--- src/rtl/rr_mux_pkg.sv ---
// Shared defaults, mode encodings and index-width helper for the round-robin mux arbiter.
package rr_mux_pkg;

  localparam int DEF_WIDTH = 4;
  localparam int DEF_N     = 4;

  localparam logic MODE_FIXED = 1'b0;
  localparam logic MODE_RR    = 1'b1;

  // Channel-index width; never below one bit so N=2 still has a usable select.
  function automatic int calc_selw(input int n);
    return (n <= 2) ? 1 : $clog2(n);
  endfunction

endpackage

--- src/rtl/rr_mux_arbiter_if.sv ---
// Handshake bundle between N upstream channels, the arbiter and one downstream sink.
interface rr_mux_arbiter_if
  import rr_mux_pkg::*;
#(
  parameter int WIDTH = DEF_WIDTH,
  parameter int N     = DEF_N
);
  localparam int SELW = calc_selw(N);

  logic                 mode;
  logic [SELW-1:0]      sel;
  logic [N*WIDTH-1:0]   in_data;
  logic [N-1:0]         in_valid;
  logic [N-1:0]         in_ready;
  logic [WIDTH-1:0]     out_data;
  logic                 out_valid;
  logic                 out_ready;
  logic [SELW-1:0]      grant;

  modport master (
    output mode, sel, in_data, in_valid, out_ready,
    input  in_ready, out_data, out_valid, grant
  );

  modport slave (
    input  mode, sel, in_data, in_valid, out_ready,
    output in_ready, out_data, out_valid, grant
  );

endinterface

--- src/rtl/rr_priority_picker.sv ---
// Rotated-priority search: first set req bit starting at ptr and wrapping.
// Latency: purely combinational.
// Backpressure: none; the caller decides whether the pick is consumed.
module rr_priority_picker
  import rr_mux_pkg::*;
#(
  parameter int N    = DEF_N,
  parameter int SELW = calc_selw(N)
) (
  input  logic [N-1:0]    req,
  input  logic [SELW-1:0] ptr,
  output logic            found,
  output logic [SELW-1:0] idx
);

  // Scan from farthest to nearest so the candidate closest to ptr wins.
  always_comb begin
    found = 1'b0;
    idx   = '0;
    for (int k = N - 1; k >= 0; k--) begin
      if (req[(int'(ptr) + k) % N]) begin
        found = 1'b1;
        idx   = SELW'((int'(ptr) + k) % N);
      end
    end
  end

endmodule

--- src/rtl/rr_mux_arbiter.sv ---
// N-to-1 registered mux with fixed-select or round-robin channel choice.
// Latency: 1 cycle from upstream transfer to out_valid.
// Backpressure: single output register; refills in the same cycle it drains, stalls all inputs otherwise.
module rr_mux_arbiter
  import rr_mux_pkg::*;
#(
  parameter int WIDTH = DEF_WIDTH,
  parameter int N     = DEF_N
) (
  input  logic              clk,
  input  logic              rst_n,
  rr_mux_arbiter_if.slave   bus
);

  localparam int SELW = calc_selw(N);

  logic [WIDTH-1:0] out_data_q;
  logic             out_valid_q;
  logic [SELW-1:0]  grant_q;
  logic [SELW-1:0]  ptr_q;

  logic             rr_found;
  logic [SELW-1:0]  rr_idx;
  logic             fix_found;
  logic             found;
  logic [SELW-1:0]  idx;
  logic             load_en;
  logic             take;

  rr_priority_picker #(
    .N    (N),
    .SELW (SELW)
  ) u_picker (
    .req   (bus.in_valid),
    .ptr   (ptr_q),
    .found (rr_found),
    .idx   (rr_idx)
  );

  // Out-of-range select must not index past the valid vector.
  assign fix_found = (int'(bus.sel) < N) ? bus.in_valid[bus.sel] : 1'b0;

  assign found   = (bus.mode == MODE_RR) ? rr_found : fix_found;
  assign idx     = (bus.mode == MODE_RR) ? rr_idx   : bus.sel;
  assign load_en = !out_valid_q | bus.out_ready;
  assign take    = load_en & found & rst_n;

  assign bus.in_ready  = take ? (N'(1) << idx) : '0;
  assign bus.out_data  = out_data_q;
  assign bus.out_valid = out_valid_q;
  assign bus.grant     = grant_q;

  always_ff @(posedge clk or negedge rst_n) begin
    if (!rst_n) begin
      out_data_q  <= '0;
      out_valid_q <= 1'b0;
      grant_q     <= '0;
      ptr_q       <= '0;
    end else if (load_en) begin
      if (found) begin
        out_data_q  <= bus.in_data[int'(idx) * WIDTH +: WIDTH];
        out_valid_q <= 1'b1;
        grant_q     <= idx;
        ptr_q       <= (idx == SELW'(N - 1)) ? '0 : idx + 1'b1;
      end else begin
        out_valid_q <= 1'b0;
      end
    end
  end

endmodule

--- src/flat_wrapper.sv ---
// flat-port wrapper written by rule: the top's interface ports become plain ports
module rr_mux_arbiter_flat import rr_mux_pkg::*;
#(
  parameter int WIDTH = DEF_WIDTH,
  parameter int N     = DEF_N
)
  (clk, rst_n, bus_mode, bus_sel, bus_in_data, bus_in_valid, bus_out_ready, bus_in_ready, bus_out_data, bus_out_valid, bus_grant);
  rr_mux_arbiter_if #(.WIDTH(WIDTH), .N(N)) bus_i ();
  input  logic clk;
  input  logic rst_n;
  input wire logic [$bits(bus_i.mode)-1:0] bus_mode;
  input wire logic [$bits(bus_i.sel)-1:0] bus_sel;
  input wire logic [$bits(bus_i.in_data)-1:0] bus_in_data;
  input wire logic [$bits(bus_i.in_valid)-1:0] bus_in_valid;
  input wire logic [$bits(bus_i.out_ready)-1:0] bus_out_ready;
  output wire logic [$bits(bus_i.in_ready)-1:0] bus_in_ready;
  output wire logic [$bits(bus_i.out_data)-1:0] bus_out_data;
  output wire logic [$bits(bus_i.out_valid)-1:0] bus_out_valid;
  output wire logic [$bits(bus_i.grant)-1:0] bus_grant;
  assign bus_i.mode = bus_mode;
  assign bus_i.sel = bus_sel;
  assign bus_i.in_data = bus_in_data;
  assign bus_i.in_valid = bus_in_valid;
  assign bus_i.out_ready = bus_out_ready;
  assign bus_in_ready = bus_i.in_ready;
  assign bus_out_data = bus_i.out_data;
  assign bus_out_valid = bus_i.out_valid;
  assign bus_grant = bus_i.grant;
  rr_mux_arbiter #(.WIDTH(WIDTH), .N(N)) u_core (.clk(clk), .rst_n(rst_n), .bus(bus_i));
endmodule
--- config.mk ---
export PLATFORM = sky130hd
export DESIGN_NAME = rr_mux_arbiter_flat
export DESIGN_NICKNAME = d
export VERILOG_FILES = /design/src/rtl/rr_mux_pkg.sv /design/src/rtl/rr_mux_arbiter_if.sv /design/src/rtl/rr_priority_picker.sv /design/src/rtl/rr_mux_arbiter.sv /design/src/flat_wrapper.sv
export SDC_FILE = /design/constraint.sdc
export NUM_CORES = 1
export LEC_CHECK = 0
export CAP_MARGIN = 20
export CORE_UTILIZATION = 37
export CTS_CLUSTER_DIAMETER = 80
export CTS_CLUSTER_SIZE = 40
export DETAILED_ROUTE_END_ITERATION = 6
export PLACE_DENSITY = 0.78
export SLEW_MARGIN = 5
export SYNTH_ARGS = -nofsm -noshare
export SYNTH_HDL_FRONTEND = slang
export SYNTH_SLANG_ARGS = --single-unit
--- constraint.sdc ---
create_clock -name clk -period 2.2 [get_ports clk]
set_clock_uncertainty 0.2 [all_clocks]
set_input_delay 0.44 -clock clk [delete_from_list [all_inputs] [get_ports clk]]
set_output_delay 0.44 -clock clk [all_outputs]
set_load 0.01 [all_outputs]
Word level (Yosys, flattened, before mapping). Cells that the tools add are included.

Input bits: 26. Register bits: 9. Output and inout bits: 11. Logic and storage cells: 53.

Bitwise operators: 6. Shift-type cells: 2. Muxes and demuxes: 26. $add $sub $neg: 4. Order comparisons: 5. Reduce and logical (&&, ||, !) cells: 5. Equal/unequal tests: 1.

Operator list (count): $shiftx A16 B5 Y4 (1); $mux W1 (14); $lt A3 B4 Y1 const B (3); $mux W2 (6); $bmux W1 S2 (5); $lt A2 B3 Y1 const B (2); $reduce_or A2 Y1 (3); $add A2 B1 Y2 const B (2); $add A2 B2 Y2 const B (2); $mux W4 (1); $shl A1 B2 Y4 const A (1); $and A1 B1 Y1 const A (3); $and A1 B1 Y1 (2); $eq A2 B2 Y1 const B (1); $reduce_and A2 Y1 (1); $logic_not A1 Y1 (1); $or A1 B1 Y1 (1).

Logic depth before layout (Yosys ltp).
Word-level depth: 14. Mapped depth: 7. Mapped depth without buffers: 6.

Cells and area by module. A second synthesis with hierarchy kept.

Cell total of the unflattened synthesis: 71. Area total of the unflattened synthesis: 715.7 µm².

Modules (own cells, without submodules): rr_mux_arbiter (instances 1, cells an instance 58, area an instance 638.1 µm²); rr_priority_picker (instances 1, cells an instance 13, area an instance 77.6 µm²).

Least setup slack after synthesis. Ideal clock, no wire load.

Path type: register -> output. Start: register u_core.ptr_q[1]. End: output port bus_in_ready[0]. Cell stages (with the launch flop): 7. Path slack: 0.166 ns. Data arrival time: 1.394 ns. Cells stage by stage: dfrtp_1 -> nand2b_1 -> a21oi_1 -> o21ai_1 -> o22ai_4 -> buf_8 -> nor2b_1.

Cells in the longest elaborated chain, start to end: 12.

RTL lines: start: declaration (RTL line rr_mux_arbiter.sv:20) `logic [SELW-1:0] ptr_q;`; start signal: assignment (RTL line rr_mux_arbiter.sv:64) `ptr_q <= (idx == SELW'(N - 1)) ? '0 : idx + 1'b1;`; $add A2 B2 Y2 (RTL line rr_priority_picker.sv:21, rr_priority_picker.sv:23); $bmux W1 S2 (RTL line rr_priority_picker.sv:21) `if (req[(int'(ptr) + k) % N]) begin`; $mux W1 (implied by the code) (2 in series) (RTL line rr_priority_picker.sv:21); $mux W1 (4 in series) (RTL line rr_priority_picker.sv:21); $mux W1 (RTL line rr_mux_arbiter.sv:43) `assign found = (bus.mode == MODE_RR) ? rr_found : fix_found;`; $and A1 B1 Y1 (2 in series) (RTL line rr_mux_arbiter.sv:46) `assign take = load_en & found & rst_n;`; $mux W4 (*) (RTL line rr_mux_arbiter.sv:48) `assign bus.in_ready = take ? (N'(1) << idx) : '0;`; end: declaration (RTL line flat_wrapper.sv:16) `output wire logic [$bits(bus_i.in_ready)-1:0] bus_in_ready;`.

Every way passes the cells marked *; elsewhere a longest branch is shown, timed or not. The select of a mux whose other input is x is not followed.

Worst setup path in the final report. Ends and elaborated chain as after synthesis.

==> flow_summary.yaml <==
outcome:
  status: "finished, violations left"
  failed_checks: "DRC, setup timing"
sta:
  max_freq_ghz: 0.442
  hold_viol: 0
  slew_violations: 0
  post-route-worst-setup-slack_ps: -61.7
  fin_crit_sh_pct: 103
  grt_setup_unrepaired: "true"
  maxSlewHeadroom_pct: 78.8
  tightest_slew_ps: 317
  fin_crit_ps: 2260
  setup_viol: 4
synth:
  synth_edf_count: 0
  yosysUniqueCellTypes: 23
  synthCells: 72
  avgSynthCellArea_um2: 9.05
  ys_ff_latch: 9
  yosys_most_used_dff: "dfrtp_1"
  synthArstFlopShare_pct: 100
  mappedNetlistNets: 98
  syn_area_um2: 652
  ys_seq_area_share_pct: 34.5
  yosys_warnings: 0
global_routing:
  met2_usage_pct: 56.4
  busiest_layer: "met2"
  grt_pass1_vias: 956
  grt_overflow: 0
  antenna_found_initial: 0
  grt_max_degree: 10
  grt_util_met3_pct: 7.50
  grt_pass1_wl_mm: 4.13
  use_met1_pct: 29.4
  gr-usage-all-layers_pct: 29.9
place:
  io_buffers: 36
  gp_congestion: 0.824
  post_dp_cell_area_um2: 1130
  dp_slack_ps: -877
  place_hpwl_mm: 1.71
clocking:
  cts_buffer_depth: 2
  cts.sinks: 9
  cts_max_level: 1
  path_clk_slew_ps: 60
  cts_tree: "built"
  postCtsHoldBufs: 0
  clk_latency_ps: 270
  numCtsBuffers: 3
  cts_root_buf: "clkbuf_4"
drt:
  wire_per_inst_um: 17.9
  routed_wl_mm: 2.69
  drt-initial-drc-count: 31
  drc: 2
  antenna_left: 0
  drt_first_pass_iters: 7
  vias: 855
  routed_via_density: 5.70
final_layout:
  final_nets: 161
  syn_to_final_growth_pct: 96.5
  fillers: 107
  fin_area_um2: 1280
  multi_input_area_um2: 454
  drive_gt1_share_pct: 38.1
  final_common_cell: "clkdlybuf4s50_1"
  layout_common_cells: "clkdlybuf4s50_1 (25), buf_4 (23), nand2_1 (13)"
  diodes: 0
  seqCellArea_um2: 226
setup_path:
  critPathKind: "flop to output port"
  crit_path_end_kind: "output port"
  critPathRequiredTime_ps: 1560
  cp_max_fo: 6
  crit_arrival_ps: 1620
  worst_setup_path_start_kind: "flop"
job:
  maxCapViolations: 0
die:
  chipWidth_um: 44.0
  placement_rows: 14
  initial_core_util_pct: 41.3
  die_h_um: 44.0
  ioPinCount: 37
  dieArea_um2: 1930
  design.core.area_um2: 1580
power:
  peakVddDrop_uv: 474
  leakage_nw: 0.579
  powerDensity_nw_per_um2: 628
hold_path:
  min_path_type: "flop to flop"
## where the power goes
part | switching (mW) | total [mW] | internal, mW
sequential | 0.0312 | 0.238 | 0.207
combinational | 0.182 | 0.429 | 0.246
clock | 0.0675 | 0.138 | 0.0702
total | 0.281 | 0.805 | 0.524
## final timing paths
path | startpoint | end | cells after the start | slack, ps
worst max-delay path | u_core.ptr_q[1] | bus_in_ready[0] | 7 | -60
worst min-delay path | u_core.bus.out_data[1] | u_core.bus.out_data[1] | 2 | 290
worst max register to register | u_core.ptr_q[1] | u_core.bus.out_data[3] | 8 | 110
worst min register to register | u_core.bus.out_data[1] | u_core.bus.out_data[1] | 2 | 290
max in group asynchronous | rst_n | u_core.ptr_q[1] | 2 | 1260
min in group asynchronous | rst_n | u_core.bus.out_data[2] | 2 | 350
## area by class of cell
type                       instances  share of cell area [%]
tap                               16                    1.56
sequential                         9                    17.7
clock buffer                       4                    2.05
timing repair buffer              60                    42.7
inverter                           2                   0.586
multi-input combinational         59                    35.4
## what timing repair did
action	4_1_cts	5_1_grt
buffers inserted	5	2
resized for setup	60	8
endpoints found under the setup margin	7	7
pin swaps	8	4
## synth_stat cells, drive strengths merged (2+ instances only)
library cell / count / area [um^2]
a21oi: 5 / 25.0
dfrtp: 9 / 225
inv: 2 / 7.51
mux2i: 8 / 80.1
nand2: 13 / 48.8
nand2b: 3 / 18.8
nand3: 2 / 10.0
nand3b: 2 / 15.0
nor2: 4 / 15.0
nor2b: 4 / 25.0
o21ai: 7 / 38.8
o221ai: 4 / 35.0
o22ai: 2 / 26.3
## registers in the layout (all words and copies together), names as in the netlist
name / flops
u_core.bus.out_data: 4
u_core.bus.out_valid: 1
u_core.ptr_q: 2
u_core.bus.grant: 2
## kinds of logic (layout without fill, tap and decap cells)
logic type	Yosys count	after routing	share of synthesized area [%]
buffers and inverters	4	66	5.57
flip-flops	9	9	34.5
multiplexers	9	9	15.7
AND/OR/NAND/NOR	30	30	22.3
AO/OA/AOI/OAI	19	19	20.5
XOR/XNOR	1	1	1.34
## critical path, cell delays in order, from the launching register on
cell     delay, ps
dfrtp_2        420
a21oi_2         70
o21ai_1        140
nor2b_4        190
o22a_1         180
nand3_2        120
nor2b_4        130
buf_6          100
## stage by stage
step | TNS [ps] | hold WS, ps | total power, mW | cells | utilization, %
after floorplan | 0 | -55.6 | 0.396 | 72 | -
after global placement | -4880 | 269 | 0.582 | 139 | 71.7
after detailed placement | -5510 | 274 | 0.591 | 139 | 71.7
after CTS | -122 | 287 | 0.761 | 148 | 78.3
after global routing | -463 | 339 | 0.847 | 150 | 81.3
final | -229 | 287 | 0.805 | 150 | 81.3
## per-layer routing
metal	vias to the layer above	part of all wire, %	wire [um]
li1	388	-	-
met1	408	35	941
met2	43	55	1480
met3	16	5.5	147
met4	0	4.3	116
met5	-	0	0
Note: power is estimated with default switching activity, not from simulation.
